`config.mk`:
```
export PLATFORM = sky130hd
export DESIGN_NAME = serial_add_sub_flat
export DESIGN_NICKNAME = d
export VERILOG_FILES = /design/src/rtl/serial_add_sub_pkg.sv /design/src/rtl/serial_add_sub_if.sv /design/src/rtl/fas.sv /design/src/rtl/serial_add_sub.sv /design/src/flat_wrapper.sv
export SDC_FILE = /design/constraint.sdc
export NUM_CORES = 1
export LEC_CHECK = 0
export BUFFER_PORTS_ARGS = -buffer_cell sky130_fd_sc_hd__buf_2
export CORE_AREA = 2 2 53 79
export CTS_BUF_LIST = sky130_fd_sc_hd__clkbuf_16
export DETAILED_ROUTE_END_ITERATION = 6
export DIE_AREA = 0 0 55 81
export PLACE_DENSITY = 0.85
export SETUP_SLACK_MARGIN = 0.4
export SLEW_MARGIN = 20
export SYNTH_ARGS = -nofsm -noshare
export SYNTH_HDL_FRONTEND = slang
export SYNTH_SLANG_ARGS = --single-unit
```
`constraint.sdc`:
```
create_clock -name clk -period 1.6 [get_ports clk]
set_input_delay 0.08 -clock clk [delete_from_list [all_inputs] [get_ports clk]]
set_output_delay 0.08 -clock clk [all_outputs]
set_load 0.05 [all_outputs]
```
`src/rtl/serial_add_sub_pkg.sv`:
```
// Shared types and constants for the bit-serial adder/subtractor.
package serial_add_sub_pkg;

   typedef enum logic [1:0] {IDLE, RUN, DONE} state_t;

   localparam logic OP_ADD = 1'b1;
   localparam logic OP_SUB = 1'b0;

endpackage

```
`src/rtl/serial_add_sub_if.sv`:
```
// Request/result bundle between a client and serial_add_sub.
interface serial_add_sub_if #(parameter int WIDTH = 8);

   logic             start;
   logic             a_ns;
   logic [WIDTH-1:0] a;
   logic [WIDTH-1:0] b;
   logic             busy;
   logic             done;
   logic [WIDTH-1:0] s;
   logic             cout;
   logic             ovf;

   modport master (output start, a_ns, a, b, input busy, done, s, cout, ovf);
   modport slave  (input start, a_ns, a, b, output busy, done, s, cout, ovf);

endinterface

```
`src/rtl/fas.sv`:
```
// One-bit full adder/subtractor; b is inverted when a_ns=0 (subtract).
module fas (
   input  logic a,
   input  logic b,
   input  logic cin,
   input  logic a_ns,
   output logic s,
   output logic cout
);

   logic bx;

   assign bx   = b ^ ~a_ns;
   assign s    = a ^ bx ^ cin;
   assign cout = (a & bx) | (cin & (a ^ bx));

endmodule

```
`src/rtl/serial_add_sub.sv`:
```
// Bit-serial WIDTH-bit add/subtract: one fas stage plus a carry flop, LSB first.
module serial_add_sub
   import serial_add_sub_pkg::*;
#(
   parameter int WIDTH = 8
) (
   input logic             clk,
   input logic             rst_n,
   serial_add_sub_if.slave bus
);

   localparam int CW = $clog2(WIDTH);

   state_t           state, state_n;
   logic [WIDTH-1:0] a_sr, b_sr, s_q;
   logic [WIDTH-2:0] r_sr;
   logic [WIDTH-1:0] r_next;
   logic [CW-1:0]    cnt;
   logic             op_q, carry_q, cout_q, ovf_q;
   logic             f_s, f_cout;
   logic             load, step, last;

   fas u_fas (
      .a    (a_sr[0]),
      .b    (b_sr[0]),
      .cin  (carry_q),
      .a_ns (op_q),
      .s    (f_s),
      .cout (f_cout)
   );

   assign last   = (cnt == CW'(WIDTH - 1));
   assign r_next = {f_s, r_sr};

   always_ff @(posedge clk or negedge rst_n) begin
      if (!rst_n) state <= IDLE;
      else        state <= state_n;
   end

   always_comb begin
      state_n = state;
      load    = 1'b0;
      step    = 1'b0;
      case (state)
         IDLE: if (bus.start) begin
            load    = 1'b1;
            state_n = RUN;
         end
         RUN: begin
            step = 1'b1;
            if (last) state_n = DONE;
         end
         DONE:    state_n = IDLE;
         default: state_n = IDLE;
      endcase
   end

   always_ff @(posedge clk or negedge rst_n) begin
      if (!rst_n) begin
         a_sr    <= '0;
         b_sr    <= '0;
         r_sr    <= '0;
         s_q     <= '0;
         cnt     <= '0;
         op_q    <= 1'b0;
         carry_q <= 1'b0;
         cout_q  <= 1'b0;
         ovf_q   <= 1'b0;
      end else if (load) begin
         a_sr    <= bus.a;
         b_sr    <= bus.b;
         op_q    <= bus.a_ns;
         // subtract is a + ~b + 1: the +1 enters as the initial carry
         carry_q <= (bus.a_ns == OP_SUB);
         cnt     <= '0;
      end else if (step) begin
         a_sr    <= a_sr >> 1;
         b_sr    <= b_sr >> 1;
         r_sr    <= r_next[WIDTH-1:1];
         carry_q <= f_cout;
         if (last) begin
            // results become visible only here, so s is stable through RUN
            s_q    <= r_next;
            cout_q <= f_cout;
            ovf_q  <= carry_q ^ f_cout;
         end else begin
            cnt <= cnt + CW'(1);
         end
      end
   end

   assign bus.busy = (state != IDLE);
   assign bus.done = (state == DONE);
   assign bus.s    = s_q;
   assign bus.cout = cout_q;
   assign bus.ovf  = ovf_q;

endmodule

```
`src/flat_wrapper.sv`:
```
// flat-port wrapper written by rule: the top's interface ports become plain ports
module serial_add_sub_flat import serial_add_sub_pkg::*;
#(
   parameter int WIDTH = 8
)
  (clk, rst_n, bus_start, bus_a_ns, bus_a, bus_b, bus_busy, bus_done, bus_s, bus_cout, bus_ovf);
  serial_add_sub_if #(.WIDTH(WIDTH)) bus_i ();
  input logic clk;
  input logic rst_n;
  input wire logic [$bits(bus_i.start)-1:0] bus_start;
  input wire logic [$bits(bus_i.a_ns)-1:0] bus_a_ns;
  input wire logic [$bits(bus_i.a)-1:0] bus_a;
  input wire logic [$bits(bus_i.b)-1:0] bus_b;
  output wire logic [$bits(bus_i.busy)-1:0] bus_busy;
  output wire logic [$bits(bus_i.done)-1:0] bus_done;
  output wire logic [$bits(bus_i.s)-1:0] bus_s;
  output wire logic [$bits(bus_i.cout)-1:0] bus_cout;
  output wire logic [$bits(bus_i.ovf)-1:0] bus_ovf;
  assign bus_i.start = bus_start;
  assign bus_i.a_ns = bus_a_ns;
  assign bus_i.a = bus_a;
  assign bus_i.b = bus_b;
  assign bus_busy = bus_i.busy;
  assign bus_done = bus_i.done;
  assign bus_s = bus_i.s;
  assign bus_cout = bus_i.cout;
  assign bus_ovf = bus_i.ovf;
  serial_add_sub #(.WIDTH(WIDTH)) u_core (.clk(clk), .rst_n(rst_n), .bus(bus_i));
endmodule
```
======== Word-level counts from Yosys, hierarchy flattened ========
Index checks and enable logic that the tools add are counted.
storage, ports and cells
  register bits after elaboration ......... 40
  bits of input ports ..................... 20
  output and inout port bits .............. 12
  word-level logic and storage cells ...... 49
operators by class
  $add $sub $neg .......................... 1
  equality and inequality tests ........... 6
  mux-type cells .......................... 15
  bitwise gates (word level) .............. 10
  reductions and logical operators ........ 7
operators by type and width
  cell                                            number
  2-to-1 mux 8 bit                                4
  2-to-1 mux 3 bit                                3
  AND reduction 2 bit                             3
  2-to-1 mux 1 bit                                5
  2-to-1 mux 2 bit                                2
  != test 2 x 1 -> 1 bit (second input constant)  2
  case mux 2 bit (2 select lines)                 1
  nonzero test 2 bit                              2
  XOR 1 bit                                       4
  adder 3 x 1 -> 3 bit (second input constant)    1
  == test 3 bit (second input constant)           1
  NOT 1 bit                                       3
  AND reduction 3 bit                             1
  AND 1 bit                                       2
  == test 2 x 1 -> 1 bit (second input constant)  1
  == test 2 bit (second input constant)           1
  logical NOT 2 bit                               1
  != test 2 bit (second input constant)           1
  OR 1 bit                                        1

======== Logic depth before layout (Yosys ltp) ========
Gate-level depths: netlist of the first run.
  depth after elaboration ................. 7
  depth in mapped cells ................... 5
  mapped depth without buffers ............ 4

======== By module ========
From an unflattened synthesis of the first run, not the netlist that was laid out.
second synthesis, totals
  cells, all modules ...................... 159
  area total of the unflattened synthesis .. 1808.0 sq um
modules (own cells, without submodules)
  module          times used  cells an instance  area an instance (sq um)  sequential area each (sq um)
  serial_add_sub  1           153                1764.2                    1001.0
  fas             1           6                  43.8                      0.0

======== Least setup slack after synthesis of the first run ========
OpenSTA, ideal clock, no wires.
  kind .................................... reg-to-output
  start point ............................. register u_core.state[1]
  end point ............................... output bus_done
  data arrival time ....................... 1475 ps
  data required time ...................... 1520 ps
  slack ................................... 45 ps
  stages on the path, launching flop included .. 4
  path buffers ............................ 2
  cells stage by stage .................... dfrtp_1 buf_4 clkbuf_1 nor2b_1
between the ends
  longest elaborated chain between the ends .. 1
ends and longest elaborated chain
  what                      RTL line              text
  start: declaration        serial_add_sub.sv:14  state_t state, state_n;
  start signal: assignment  serial_add_sub.sv:37  else state <= state_n;
  == test 2 bit             serial_add_sub.sv:93  assign bus.done = (state == DONE);
  end: declaration          flat_wrapper.sv:15    output wire logic [$bits(bus_i.done)-1:0] bus_done;
Every way passes these cells.

======== Worst setup path after layout of the first run ========
  start point ............................. register u_core.b_sr[0]
  end point ............................... register u_core.ovf_q, in the netlist u_core.bus.ovf
between the ends
  longest elaborated chain between the ends .. 5
  elaborated cells between the ends (all ways) .. 6
ends and longest elaborated chain
  what                      RTL line              text
  start: declaration        serial_add_sub.sv:15  logic [WIDTH-1:0] a_sr, b_sr, s_q;
  start signal: assignment  serial_add_sub.sv:71  b_sr <= bus.b;
  start signal: assignment  serial_add_sub.sv:78  b_sr <= b_sr >> 1;
  XOR 1 bit (*)             fas.sv:13             assign bx = b ^ ~a_ns;
  XOR 1 bit                 fas.sv:15             assign cout = (a & bx) | (cin & (a ^ bx));
  AND 1 bit                 fas.sv:15
  OR 1 bit (*)              fas.sv:15
  XOR 1 bit (*)             serial_add_sub.sv:85  ovf_q <= carry_q ^ f_cout;
  end signal: assignment    serial_add_sub.sv:85
  end: declaration          serial_add_sub.sv:19  logic op_q, carry_q, cout_q, ovf_q;
Every way passes the cells marked *; elsewhere a longest branch is shown, timed or not.
A chain may end at the register's enable or synchronous reset.

==> impl_metrics.json, run 1 <==
{
  "cts_buffers": 5,
  "yosysTopAreaCellShare_pct": 49.02,
  "worstReg2RegStart": "u_core.b_sr[0]$_DFFE_PN0P_",
  "start_kind": "register",
  "ys_warn_count": 0,
  "overflow": 0,
  "endpoint_kind": "register",
  "fin_skew_ps": 4.549,
  "crit_required_ps": 1770,
  "clock_latency_ps": 290,
  "grt_max_degree": 41,
  "htree_levels": 2,
  "hold_class": "in -> reg",
  "cts_sinks": 40,
  "wl_per_cell_um": 24.94,
  "power_density_nw_per_um2": 2138,
  "critPathTopFamily": "adder cells",
  "dp_hpwl_mm": 2.736,
  "placed_area_um2": 2301,
  "nets": 245,
  "worstSetupStartpoint": "u_core.b_sr[0]$_DFFE_PN0P_",
  "grt_pass1_wl_mm": 9.183,
  "setup_viol": 0,
  "die_h_um": 81,
  "synth_cells": 158,
  "seq_power_share_pct": 27.7,
  "drive_above_1_share_pct": 65.02,
  "max_freq_mhz": 648.8,
  "synth.yosys.seq_area_share_pct": 49.02,
  "grt_pass1_vias": 1744,
  "drc_errors": 0,
  "hold_start": "bus_a_ns",
  "power.switching_mw": 2.832,
  "firstDrtPassIters": 4,
  "setup_tns_ps": 0,
  "postSynthAreaPerCell_um2": 12.92,
  "io_buffers": 31,
  "dp_slack_ps": 115.1,
  "num_rows": 28,
  "rsz0062_at_grt": "yes",
  "pwr-share-comb_pct": 56.1,
  "finalCritPeriodShare_pct": 96.33,
  "syn_area_um2": 2042,
  "antenna_found_initial": 0,
  "synth-seq-cells": 40,
  "syn-num-nets": 181,
  "internal-power_mw": 4.140,
  "instances_no_fill": 268,
  "clk_pin_slew_ps": 60,
  "postRouteAntennaNets": 0,
  "ios": 32,
  "p_clk_share_pct": 16.2,
  "dpl.cell_count": 229,
  "cp_cell_sequence": "xor2_1, fa_2, xnor2_1, mux2_4",
  "start_util_pct": 52.99,
  "final_area_um2": 3261,
  "worstMarginPinSlew_ps": 353.5,
  "maxCapViolCount": 0,
  "multiInputGateArea_um2": 1315,
  "critPathMaxStageDelay_ps": 410,
  "drt-initial-drc-count": 60,
  "path_buf_inv": 0,
  "synthTopCellsByArea": "dfrtp_1 49%, mux2_4 5.1%, a211oi_2 4.9%",
  "cts.path.max_buffers": 2,
  "setup_slack_ps": 58.67,
  "switching_share_pct": 40.62,
  "slew_headroom_pct": 76.44,
  "cpMaxStageDelayCell": "fa_2",
  "seqCellArea_um2": 1003,
  "antenna_cells": 0,
  "fin_crit_ps": 1541,
  "num_vias": 1608,
  "track_usage_pct": 29.94,
  "fp.dieW_um": 55,
  "yosysTopAreaCell": "dfrtp_1",
  "synth_cell_types": 33,
  "vdd_ir_drop_max_v": 0.001895,
  "area_growth_pct": 59.68,
  "n_fill_cell": 179,
  "place.gp.congestion": 0.7103,
  "power_leakage_nw": 1.514,
  "wirelength_mm": 6.684,
  "viasPerCell": 6.000,
  "hold_violations": 0,
  "crit_type": "reg -> reg",
  "die_area_um2": 4455,
  "cts_tree": "built",
  "coreArea_um2": 3854,
  "crit_fanout": 3,
  "cts_root_buffer": "clkbuf_16",
  "hold_ws_ps": 19.52,
  "slew_viol_final": 0,
  "arrival_ps": 1710,
  "status": "finished, final reports clean"
}
## per-stage QoR
step | total power [mW] | utilization, %
after floorplan | 3.767 | -
after global placement | 4.103 | 59.71
after detailed placement | 4.280 | 59.71
after CTS | 6.181 | 79.12
after global routing | 7.246 | 84.61
final | 6.972 | 84.61
## synthesized netlist by cell type
cell type	instances
xnor2_1	1
o21bai_1	1
a211o_1	3
nor3b_1	13
a221oi_2	1
a211oi_2	8
or2_2	1
a222oi_1	1
buf_4	4
nor4bb_1	1
nor3b_2	1
mux2i_1	3
nand2b_1	3
dfrtp_1	40
nand3b_4	1
ha_1	2
mux2_4	7
and2b_1	1
nor4b_2	6
mux2_1	8
and3_1	3
fa_1	1
a21oi_1	1
buf_2	4
nor2b_1	1
and4bb_1	1
a22o_1	2
nor4b_1	9
a211oi_1	5
inv_1	19
xor2_1	1
clkbuf_1	3
buf_6	2
## cell usage in the layout, fill, tap and decap left out, types with 3 or more instances in the layout
cell,Yosys,layout
a211o_1,3,3
a211oi_2,8,12
and3_4,0,3
buf_12,0,6
buf_2,4,29
buf_4,4,8
buf_6,2,19
buf_8,0,5
clkbuf_16,0,5
dfrtp_1,40,38
inv_1,19,18
mux2_4,7,13
mux2i_1,3,3
nor3b_2,1,4
nor3b_4,0,8
nor4b_4,0,14
## logic make-up (layout without fill, tap and decap cells)
kind of cell	after synthesis	after routing	synth area share [%]
buf+inv	32	96	7.598
fa+ha+maj	3	3	2.206
flops	40	40	49.02
mux	18	18	11.03
xor+xnor	2	2	0.8580
simple gates	41	42	18.57
compound gates	22	22	10.72
## cell type report
class / count / share of cell area, %
inverter: 19 / 2.187
clock buffer: 5 / 3.837
multi-input combinational: 87 / 40.33
timing repair buffer: 69 / 19.99
tap: 45 / 1.727
sequential: 40 / 30.78
clock inverter: 3 / 1.151
## flip-flops by register name, indices dropped and copies added (netlist names)
register / flops
u_core.a_sr: 8
u_core.b_sr: 8
u_core.bus.cout: 1
u_core.bus.ovf: 1
u_core.bus.s: 8
u_core.carry_q: 1
u_core.cnt: 3
u_core.op_q: 1
u_core.r_sr: 7
u_core.state: 2
## power by group through the flow
stage / clock network [mW] / registers [mW] / logic, mW
2_1_floorplan: 0 / 2.22 / 1.54
3_3_place_gp: 0 / 1.82 / 2.29
3_5_place_dp: 0 / 1.86 / 2.42
4_1_cts: 1.12 / 1.83 / 3.23
5_1_grt: 1.17 / 1.97 / 4.11
6_report: 1.13 / 1.93 / 3.91
## what timing repair did
item	in CTS	in global routing
setup endpoints to repair	40	42
pin swaps	20	18
gates resized for setup	72	31
setup buffers	20	7
gates cloned	3	0
hold buffers	1	0
hold endpoints to repair	40	0
## routing by layer
metal	global-route usage (%)	part of all wire [%]	wire, um
met1	33.17	35	2363
met2	51.55	56	3762
met3	5.699	3.5	235
met4	16.59	4.8	323
met5	0	0	0
## final timing paths
kind / endpoint / slack, ps / depth (start not counted)
max: u_core.bus.ovf$_DFFE_PN0P_ / 60 / 4
min: u_core.carry_q$_DFFE_PN0P_ / 20 / 2
max reg2reg: u_core.bus.ovf$_DFFE_PN0P_ / 60 / 4
min reg2reg: u_core.bus.s[0]$_DFFE_PN0P_ / 510 / 1
max in group asynchronous: u_core.state[0]$_DFFE_PN0P_ / 1080 / 3
min in group asynchronous: u_core.bus.s[6]$_DFFE_PN0P_ / 300 / 3
## worst register-to-register path: cells and delay by family (launching register included)
| family | cells | cell delay [ps] |
|---|---|---|
| DFF | 1 | 400 |
| muxes | 1 | 270 |
| xor gates and xnor gates | 2 | 360 |
| adders and majority gates | 1 | 410 |
Note: power is estimated with default switching activity, not from simulation.
==> inputs of run 2 (changes only) <==
--- a/config.mk
+++ b/config.mk
@@ -7,7 +7,6 @@
 export LEC_CHECK = 0
 export BUFFER_PORTS_ARGS = -buffer_cell sky130_fd_sc_hd__buf_2
 export CORE_AREA = 2 2 53 79
-export CTS_BUF_LIST = sky130_fd_sc_hd__clkbuf_16
 export DETAILED_ROUTE_END_ITERATION = 6
 export DIE_AREA = 0 0 55 81
 export PLACE_DENSITY = 0.85
==> run 2 against run 1 <==
Sequential power is essentially flat. Combinational power hardly changed. Core utilization decreased by 0.45 points. Final area down 0.54%. Die area unchanged. Clock power is 18% lower. Sequential cell count unchanged. Clock skew up 1.7 ps. Via count rose by 3.2%. Power shrank 3.1%. First-iteration DRC count shrank 47%. Register-to-register slack lost 30 ps. Highest routed layer unchanged. Largest power group unchanged.
==> impl_metrics.json, run 2 (synthesis results as in run 1) <==
{
  "status": "finished, final reports clean",
  "area_growth_pct": 58.82,
  "crit_required_ps": 1790,
  "drive_above_1_share_pct": 66.81,
  "r2r-end": "u_core.bus.ovf$_DFFE_PN0P_",
  "crit_fanout": 3,
  "num_vias": 1659,
  "cts_sinks": 40,
  "finalCritPeriodShare_pct": 98.27,
  "fp.dieW_um": 55,
  "clock_latency_ps": 300,
  "htree_levels": 2,
  "crit_type": "reg -> reg",
  "final_area_um2": 3243,
  "antenna_cells": 0,
  "slew_headroom_pct": 75.85,
  "setup_viol": 0,
  "endpoint_kind": "register",
  "hold_class": "in -> reg",
  "grt_pass1_vias": 1632,
  "firstDrtPassIters": 4,
  "dp_slack_ps": 115.1,
  "drc_errors": 0,
  "die_h_um": 81,
  "final_cell_mix": "38 x dfrtp_1, 29 x buf_2, 19 x inv_1, 15 x buf_4",
  "hold_violations": 0,
  "seqCellArea_um2": 1003,
  "start_kind": "register",
  "max_freq_mhz": 636.0,
  "r2r_setup_slack_ps": 30,
  "cts_root_buffer": "clkbuf_8",
  "mostFrequentLayoutCell": "dfrtp_1",
  "hold_start": "bus_a_ns",
  "worstMarginPinSlew_ps": 357.2,
  "die_area_um2": 4455,
  "cts_buffers": 5,
  "cts.path.max_buffers": 2,
  "dp_hpwl_mm": 2.736,
  "placed_area_um2": 2301,
  "dpl.cell_count": 229,
  "grt_pass1_wl_mm": 7.928,
  "drt-initial-drc-count": 32,
  "slew_viol_final": 0,
  "track_usage_pct": 25.54,
  "setup_slack_ps": 27.75,
  "arrival_ps": 1760,
  "place.gp.congestion": 0.7103,
  "clk_pin_slew_ps": 80,
  "min_delay_path_depth": 2,
  "multiInputGateArea_um2": 1316,
  "reg2regPathDepth": 4,
  "setup_tns_ps": 0,
  "fin_crit_ps": 1572,
  "io_buffers": 31,
  "vdd_ir_drop_max_v": 0.001413,
  "ios": 32,
  "n_fill_cell": 186,
  "worstReg2RegStart": "u_core.b_sr[0]$_DFFE_PN0P_",
  "postRouteAntennaNets": 0,
  "min_to": "u_core.carry_q$_DFFE_PN0P_",
  "viasPerCell": 6.122,
  "cts_tree": "built",
  "nets": 248,
  "power_leakage_nw": 1.520,
  "rsz0062_at_grt": "yes",
  "num_rows": 28,
  "grt_max_degree": 41,
  "coreArea_um2": 3854,
  "fin_skew_ps": 6.237,
  "instances_no_fill": 271,
  "antenna_found_initial": 0,
  "wl_per_cell_um": 25.13,
  "overflow": 0,
  "maxCapViolCount": 0,
  "start_util_pct": 52.99,
  "wirelength_mm": 6.809,
  "power_density_nw_per_um2": 2084
}
-- run 2: worst max-delay path by stage --
stage,cells after the start,from,to
6_report,4,u_core.b_sr[0]$_DFFE_PN0P_,u_core.bus.ovf$_DFFE_PN0P_
5_1_grt,4,u_core.b_sr[0]$_DFFE_PN0P_,u_core.bus.ovf$_DFFE_PN0P_
4_1_cts,4,u_core.b_sr[0]$_DFFE_PN0P_,u_core.bus.ovf$_DFFE_PN0P_
3_5_place_dp,4,u_core.cnt[0]$_DFFE_PN0P_,u_core.bus.s[5]$_DFFE_PN0P_
3_3_place_gp,4,u_core.b_sr[0]$_DFFE_PN0P_,u_core.bus.ovf$_DFFE_PN0P_
2_1_floorplan,4,u_core.b_sr[0]$_DFFE_PN0P_,u_core.bus.ovf$_DFFE_PN0P_
-- run 2: repair_timing --
action                                 4_1_cts  5_1_grt
endpoints found under the hold margin       40        0
setup endpoints to repair                   40       42
pin swaps                                    6       26
gates resized for setup                     54       48
cloned                                       2        1
buffers inserted                            12       18
hold buffers                                 1        0
-- run 2: worst max-delay path: stages (launching register included) --
cell,delay (ps)
dfrtp_1,430
xor2_1,210
fa_2,400
xnor2_1,150
mux2_4,270
-- run 2: power breakdown --
part	total (mW)	internal, mW	leakage, nW	switching [mW]
logic	3.90	1.89	0.988	2.01
registers	1.92	1.51	0.468	0.416
clock network	0.929	0.551	0.0645	0.378
total	6.76	3.95	1.52	2.81
-- run 2: metal layers --
layer,vias up,global-route usage (%),routed length (um)
met5,-,0,0
met4,0,11.46,418
met3,38,6.250,336
met2,76,45.71,3843
met1,842,26.92,2211
li1,703,-,-
-- run 2: area by class of cell --
class	instances	share of cell area [%]
well taps	45	1.736
clock buffers	7	2.971
multi-input cells	87	40.59
flip-flops and latches	40	30.94
clock inverters	1	0.9259
repair buffers	72	20.64
inverters	19	2.199
-- run 2: per-stage QoR --
step	hold WS (ps)	util, %	power [mW]
2_1_floorplan	-215.6	-	3.767
3_3_place_gp	63.85	59.71	4.103
3_5_place_dp	66.55	59.71	4.280
4_1_cts	7.100	73.57	5.801
5_1_grt	17.39	84.16	7.015
6_report	12.33	84.16	6.757
